[src/rtl/serial_adder_pkg.sv]
// Shared definitions for the bit-serial adder/subtractor: FSM encoding, legal
// width bound and the carry-majority helper used by the full-adder cell.
package serial_adder_pkg;

    localparam int unsigned WIDTH_MAX = 64;
    localparam int unsigned WIDTH_MIN = 2;

    typedef enum logic [1:0] {
        StIdle = 2'd0,
        StRun  = 2'd1,
        StDone = 2'd2
    } state_e;

    function automatic logic maj3(input logic x, input logic y, input logic z);
        return (x & y) | (x & z) | (y & z);
    endfunction

endpackage

[src/rtl/serial_adder_full_adder.sv]
// Single-bit full adder; the serial adder reuses one instance for every bit.
module serial_adder_full_adder
    import serial_adder_pkg::*;
(
    input  logic a_i,
    input  logic b_i,
    input  logic cin_i,
    output logic sum_o,
    output logic cout_o
);

    always_comb begin
        sum_o  = a_i ^ b_i ^ cin_i;
        cout_o = maj3(a_i, b_i, cin_i);
    end

endmodule

[src/rtl/serial_adder.sv]
// Bit-serial adder/subtractor: one full-adder cell plus a carry flop processes
// WIDTH bits LSB first, with a start/done handshake and signed-overflow flag.
module serial_adder
    import serial_adder_pkg::*;
#(
    parameter int unsigned WIDTH = 8
) (
    input  logic             clk,
    input  logic             rst,
    input  logic             Start,
    input  logic             Sub,
    input  logic [WIDTH-1:0] A,
    input  logic [WIDTH-1:0] B,
    input  logic             Cin,
    output logic             Ready,
    output logic             Busy,
    output logic             Done,
    output logic [WIDTH-1:0] Sum,
    output logic             Cout,
    output logic             Ovf
);

    localparam int unsigned CNT_W = $clog2(WIDTH);
    localparam logic [CNT_W-1:0] CNT_LAST = CNT_W'(WIDTH - 1);
    localparam logic [CNT_W-1:0] CNT_MSB  = CNT_W'(WIDTH - 2);

    if (WIDTH < WIDTH_MIN || WIDTH > WIDTH_MAX) begin : gen_width_check
        $error("serial_adder: WIDTH out of range");
    end

    state_e             state_q, state_d;
    logic [WIDTH-1:0]   a_q, a_d;
    logic [WIDTH-1:0]   b_q, b_d;
    logic [WIDTH-1:0]   res_q, res_d;
    logic               carry_q, carry_d;
    logic               cmsb_q, cmsb_d;
    logic [CNT_W-1:0]   cnt_q, cnt_d;
    logic [WIDTH-1:0]   sum_q, sum_d;
    logic               cout_q, cout_d;
    logic               ovf_q, ovf_d;

    logic               fa_sum;
    logic               fa_cout;

    serial_adder_full_adder u_fa (
        .a_i    (a_q[0]),
        .b_i    (b_q[0]),
        .cin_i  (carry_q),
        .sum_o  (fa_sum),
        .cout_o (fa_cout)
    );

    always_comb begin
        state_d = state_q;
        a_d     = a_q;
        b_d     = b_q;
        res_d   = res_q;
        carry_d = carry_q;
        cmsb_d  = cmsb_q;
        cnt_d   = cnt_q;
        sum_d   = sum_q;
        cout_d  = cout_q;
        ovf_d   = ovf_q;

        unique case (state_q)
            StIdle: begin
                if (Start) begin
                    // Subtraction is A + ~B + 1, so the carry flop seeds the +1.
                    a_d     = A;
                    b_d     = Sub ? ~B : B;
                    carry_d = Sub ? 1'b1 : Cin;
                    res_d   = '0;
                    cmsb_d  = 1'b0;
                    cnt_d   = '0;
                    state_d = StRun;
                end
            end
            StRun: begin
                a_d     = a_q >> 1;
                b_d     = b_q >> 1;
                res_d   = {fa_sum, res_q[WIDTH-1:1]};
                carry_d = fa_cout;
                cnt_d   = cnt_q + 1'b1;
                if (cnt_q == CNT_MSB) begin
                    cmsb_d = fa_cout;
                end
                if (cnt_q == CNT_LAST) begin
                    // Outputs only move here, so they hold the old result during RUN.
                    sum_d   = {fa_sum, res_q[WIDTH-1:1]};
                    cout_d  = fa_cout;
                    ovf_d   = cmsb_q ^ fa_cout;
                    state_d = StDone;
                end
            end
            StDone: begin
                state_d = StIdle;
            end
            default: begin
                state_d = StIdle;
            end
        endcase
    end

    always_ff @(posedge clk) begin
        if (rst) begin
            state_q <= StIdle;
            a_q     <= '0;
            b_q     <= '0;
            res_q   <= '0;
            carry_q <= 1'b0;
            cmsb_q  <= 1'b0;
            cnt_q   <= '0;
            sum_q   <= '0;
            cout_q  <= 1'b0;
            ovf_q   <= 1'b0;
        end else begin
            state_q <= state_d;
            a_q     <= a_d;
            b_q     <= b_d;
            res_q   <= res_d;
            carry_q <= carry_d;
            cmsb_q  <= cmsb_d;
            cnt_q   <= cnt_d;
            sum_q   <= sum_d;
            cout_q  <= cout_d;
            ovf_q   <= ovf_d;
        end
    end

    always_comb begin
        Ready = (state_q == StIdle);
        Busy  = (state_q == StRun);
        Done  = (state_q == StDone);
        Sum   = sum_q;
        Cout  = cout_q;
        Ovf   = ovf_q;
    end

endmodule

[config.mk]
export PLATFORM = sky130hd
export DESIGN_NAME = serial_adder
export DESIGN_NICKNAME = d
export VERILOG_FILES = /design/src/rtl/serial_adder_pkg.sv /design/src/rtl/serial_adder_full_adder.sv /design/src/rtl/serial_adder.sv
export SDC_FILE = /design/constraint.sdc
export NUM_CORES = 1
export LEC_CHECK = 0
export ABC_AREA = 1
export CORE_UTILIZATION = 45
export CTS_CLUSTER_DIAMETER = 50
export DETAILED_ROUTE_END_ITERATION = 7
export HOLD_SLACK_MARGIN = 0.1
export PLACE_DENSITY = 0.7
export SYNTH_ARGS = -nofsm -noshare
export SYNTH_HDL_FRONTEND = slang
export SYNTH_SLANG_ARGS = --single-unit
[constraint.sdc]
create_clock -name clk -period 1.45 [get_ports clk]
set_input_delay 0.435 -clock clk [delete_from_list [all_inputs] [get_ports clk]]
set_output_delay 0.435 -clock clk [all_outputs]
set_load 0.02 [all_outputs]
### Word level (Yosys, flattened, before mapping)

Index checks and enable logic that the tools add are counted.

| word-level totals | value |
|---|---|
| bits in registers | 41 |
| input bits | 21 |

| cells by class | value |
|---|---|
| reductions and logical operators | 6 |
| bitwise gates (word level) | 9 |
| muxes and demuxes | 18 |
| add/subtract/negate cells | 1 |
| equality and inequality tests | 7 |

Operator list:

| kind | count |
|---|---|
| $pmux W8 S2 | 3 |
| $mux W8 | 4 |
| $not A8 Y8 | 1 |
| $eq A3 B3 Y1 const B | 2 |
| $pmux W3 S2 | 1 |
| $reduce_and A2 Y1 | 3 |
| $mux W1 | 4 |
| $mux W2 | 2 |
| $ne A2 B1 Y1 const B | 2 |
| $pmux W1 S2 | 2 |
| $pmux W2 S2 | 1 |
| $add A3 B1 Y3 const B | 1 |
| $and A1 B1 Y1 | 3 |
| $mux W3 | 1 |
| $reduce_and A3 Y1 | 1 |
| $xor A1 B1 Y1 | 3 |
| $eq A2 B1 Y1 const B | 1 |
| $eq A2 B2 Y1 const B | 1 |
| $logic_not A2 Y1 | 1 |
| $ne A2 B2 Y1 const B | 1 |
| $or A1 B1 Y1 | 2 |
| $reduce_bool A2 Y1 | 1 |

### Logic depth before layout (Yosys ltp)

| logic depth | value |
|---|---|
| word-level depth | 5 |
| depth in mapped cells | 8 |

### By module

Synthesis repeated with hierarchy kept, for this count alone.

| unflattened totals | value |
|---|---|
| cell total of the unflattened synthesis | 269 |
| area, all modules | 1871.8 µm² |

Modules (own cells, without submodules):

| module | area each (µm²) | instances | cells each |
|---|---|---|---|
| serial_adder | 1851.8 | 1 | 268 |
| serial_adder_full_adder | 20.0 | 1 | 1 |

### Worst setup path before layout

Ideal clock, no wire load.

| timing | value |
|---|---|
| path kind | flip-flop to output port |
| start | register state_q[0] |
| end | output Ready |
| slack | 0.118 ns |
| stages on the path, launching flop included | 4 |
| arrival | 0.897 ns |
| required time | 1.015 ns |
| cell sequence | dfxtp_1 buf_6 buf_2 nor2_1 |

| between the ends | value |
|---|---|
| word-level cells in the longest chain between the ends | 1 |

RTL lines:

| item | RTL line | RTL |
|---|---|---|
| from (decl) | serial_adder.sv:31 | `state_e state_q, state_d;` |
| from (signal assigned) | serial_adder.sv:106 | `state_q <= StIdle;` |
| from (signal assigned) | serial_adder.sv:117 | `state_q <= state_d;` |
| $logic_not A2 Y1 | serial_adder.sv:131 | `Ready = (state_q == StIdle);` |
| to (decl) | serial_adder.sv:15 | `output logic Ready,` |

No other way between the ends.

### Worst setup path in the final report

| timing | value |
|---|---|
| start | register state_q[0] |
| end | output Busy |

| between the ends | value |
|---|---|
| word-level cells in the longest chain between the ends | 1 |

RTL lines:

| item | RTL line | RTL |
|---|---|---|
| $eq A2 B1 Y1 | serial_adder.sv:132 | `Busy = (state_q == StRun);` |
| to (decl) | serial_adder.sv:16 | `output logic Busy,` |

No other way between the ends.

==> results.json <==
{
  "relSlewSlack_pct": 85.7,
  "p_total_mw": 2.27,
  "path_max_fanout": 4,
  "hold_violations": 0,
  "rows": 23,
  "cts_max_level": 2,
  "start_util_pct": 47.0,
  "synthesis.nets": 295,
  "core_sq_um": 4000,
  "path_clk_slew_ns": 0.08,
  "p_switching_mw": 0.609,
  "timing.hold.worst.class": "flop to flop",
  "max-cap-violations": 0,
  "worstPathCellList": "buf_6 -> nand2_8 -> inv_4 -> buf_6",
  "grt_remaining_overflow": 0,
  "drtIter0Drc": 83,
  "wl_um": 3810,
  "clock.fmax_mhz": 704,
  "intPower_mw": 1.66,
  "peakVddDrop_mv": 0.631,
  "finClkSkew_ns": 0.00455,
  "rsz0062_at_grt": "true",
  "synthSimpleGateAreaFrac_pct": 33.7,
  "drive_gt1_share_pct": 13.1,
  "grt_max_degree": 19,
  "setup_viol": 0,
  "switching_share_pct": 26.9,
  "track_usage_pct": 19.7,
  "die_area_sq_um": 4440,
  "muxShareOfSynthArea_pct": 0,
  "clk_latency_ns": 0.29,
  "synth.yosys.seq_area_share_pct": 42.6,
  "yosysTopAreaCell": "dfxtp_1",
  "post_cts_buffers": 0,
  "synth_area_leaders": "dfxtp_1 (43%), nand2_1 (21%), a21oi_1 (5.1%)",
  "area_delta_synth_final_pct": 28.4,
  "synthCells": 270,
  "synth_top_cell_area_share_pct": 42.6,
  "crit_top_cell": "buf_6",
  "hpwl_um": 2790,
  "criticalPathCategory": "flop to primary output",
  "port_buffers": 33,
  "final_util_pct": 60.4,
  "critPathTopFamily": "flip-flops",
  "status": "completed",
  "synth_compound_area_share_pct": 9.85,
  "clkPwrFrac_pct": 31.2,
  "gp_congestion": 0.777,
  "clock-sinks": 40,
  "n_antenna_cell": 0,
  "syn_avg_cell_area_sq_um": 6.97,
  "cp.required_ns": 1.02,
  "ioPinCount": 34,
  "finalCritPeriodShare_pct": 98.0,
  "slowest_stage": "dfxtp_2",
  "fp.dieH_um": 66.6,
  "cp_num_buf_inv": 3,
  "p_comb_share_pct": 16.8,
  "dr.pass1.iters": 4,
  "cts_tree": "built",
  "grt_pass1_vias": 1520,
  "cts-hold-fix-buffers": 0,
  "synth_area_sq_um": 1880,
  "hold_slack_ns": 0.465,
  "grt_pass1_wl_um": 6560,
  "cts_made_buffers": 5,
  "startpoint_type": "flop",
  "p_leak_nw": 1.18,
  "cts_root_buf": "clkbuf_8",
  "synth_cell_types": 26,
  "drc": 0,
  "pwr-share-seq_pct": 52.0,
  "fin_nets": 338,
  "slowest_delay_ns": 0.36,
  "detail_route.wl_per_cell_um": 10.5,
  "yosys.area_share.adder_pct": 3.06,
  "report.final.slew_viol_count": 0,
  "worst_slew_pin_slew_ns": 0.216,
  "power_density_nw_per_um2": 939,
  "via_count": 1737,
  "cp-end-kind": "primary output",
  "die_width_um": 66.6,
  "cp_data_arrival_time_ns": 0.99,
  "detail_route.vias_per_cell": 4.79,
  "synth_xor_area_share_pct": 0.466,
  "synth_top_family_by_area": "simple AND/OR/NAND/NOR gates",
  "antenna_found_initial": 0,
  "clockBufferDepth": 2,
  "finalCriticalPeriod_ns": 1.42,
  "ant_nets": 0,
  "ys_warn_count": 0,
  "synth_seq_cells": 40
}
==> per-stage QoR <==
stage                     worst slack, ns  std cells  TNS, ns  instance area, sq um
after floorplan                     0.118        270        0                  1880
after global placement             -0.192        356    -3.27                  2320
after global routing              -0.0178        363  -0.0263                  2410
after detailed placement           -0.197        356    -3.80                  2320
final                              0.0296        363        0                  2410
after CTS                         0.00550        363        0                  2400
==> layer usage <==
layer | share of wire [%] | wire length [um] | vias to the layer above | track usage (%)
met5 | 0 | 0 | - | 0
met4 | 1.4 | 53 | 0 | 7.45
met2 | 45 | 1700 | 25 | 31.8
li1 | - | - | 920 | -
met1 | 50 | 1920 | 786 | 24.7
met3 | 3.5 | 132 | 6 | 5.65
==> worst reg2reg max path: stages (launching register included) <==
cell and delay (ns):
dfxtp_2 0.34, buf_6 0.13, nand2_8 0.05, buf_4 0.22, nand2_2 0.14, buf_4 0.19, o21ai_1 0.13, nor2_1 0.06
==> cell usage after synthesis, drive strengths merged <==
cell type / n
or2: 2
buf: 11
ha: 3
clkinv: 1
nand3: 19
clkbuf: 2
xnor2: 1
o21ai: 14
fa: 1
nand2: 109
dfxtp: 40
inv: 23
nor2: 24
a21oi: 20
==> flip-flops by register name, summed over array words and instances, names as in the netlist <==
register and count:
Cout 1, Ovf 1, Sum 8, a_q 8
b_q 8, carry_q 1, cmsb_q 1, cnt_q 3
res_q 7, state_q 2
==> worst paths after layout <==
path | start | to | depth (start not counted) | slack (ns)
worst min register to register | res_q[6] | Sum[5] | 2 | 0.47
worst min-delay path | res_q[6] | Sum[5] | 2 | 0.47
worst max-delay path | state_q[0] | Busy | 4 | 0.03
worst max register to register | state_q[0] | a_q[2] | 7 | 0.09
==> placed cells by master (no fill, tap or decap), types with 2 or more instances in the layout <==
cell type	count
nand3_1	18
a21oi_1	19
ha_1	3
buf_12	2
buf_6	3
nor2_4	2
dlygate4sd2_1	9
o21ai_0	3
o21ai_1	10
dfxtp_1	38
nand2_1	107
inv_1	20
buf_4	14
nor2_1	21
clkdlybuf4s50_1	20
inv_4	3
clkbuf_8	5
==> cell families after synthesis <==
kind of cell	Yosys count
fa+ha+maj	4
compound gates	34
buf+inv	37
flops	40
simple gates	154
xor+xnor	1
==> power groups by stage <==
stage	logic, mW	clock network [mW]	registers (mW)
2_1_floorplan	0.250	0	1.20
3_3_place_gp	0.377	0	1.20
3_5_place_dp	0.380	0	1.20
5_1_grt	0.430	0.782	1.18
6_report	0.381	0.708	1.18
4_1_cts	0.384	0.730	1.18
==> what timing repair did <==
item / 4_1_cts / 5_1_grt
gates resized for setup: 32 / 5
setup endpoints to repair: 13 / 13
pin swaps: 0 / 2
==> area by class of cell <==
cell class / count / area, sq um
fill: 364 / 1590
timing repair buffer: 49 / 468
clock inverter: 2 / 12.5
inverter: 24 / 97.6
tap: 50 / 62.6
clock buffer: 5 / 68.8
sequential: 40 / 806
multi-input combinational: 193 / 900
Note: power is estimated with default switching activity, not from simulation.
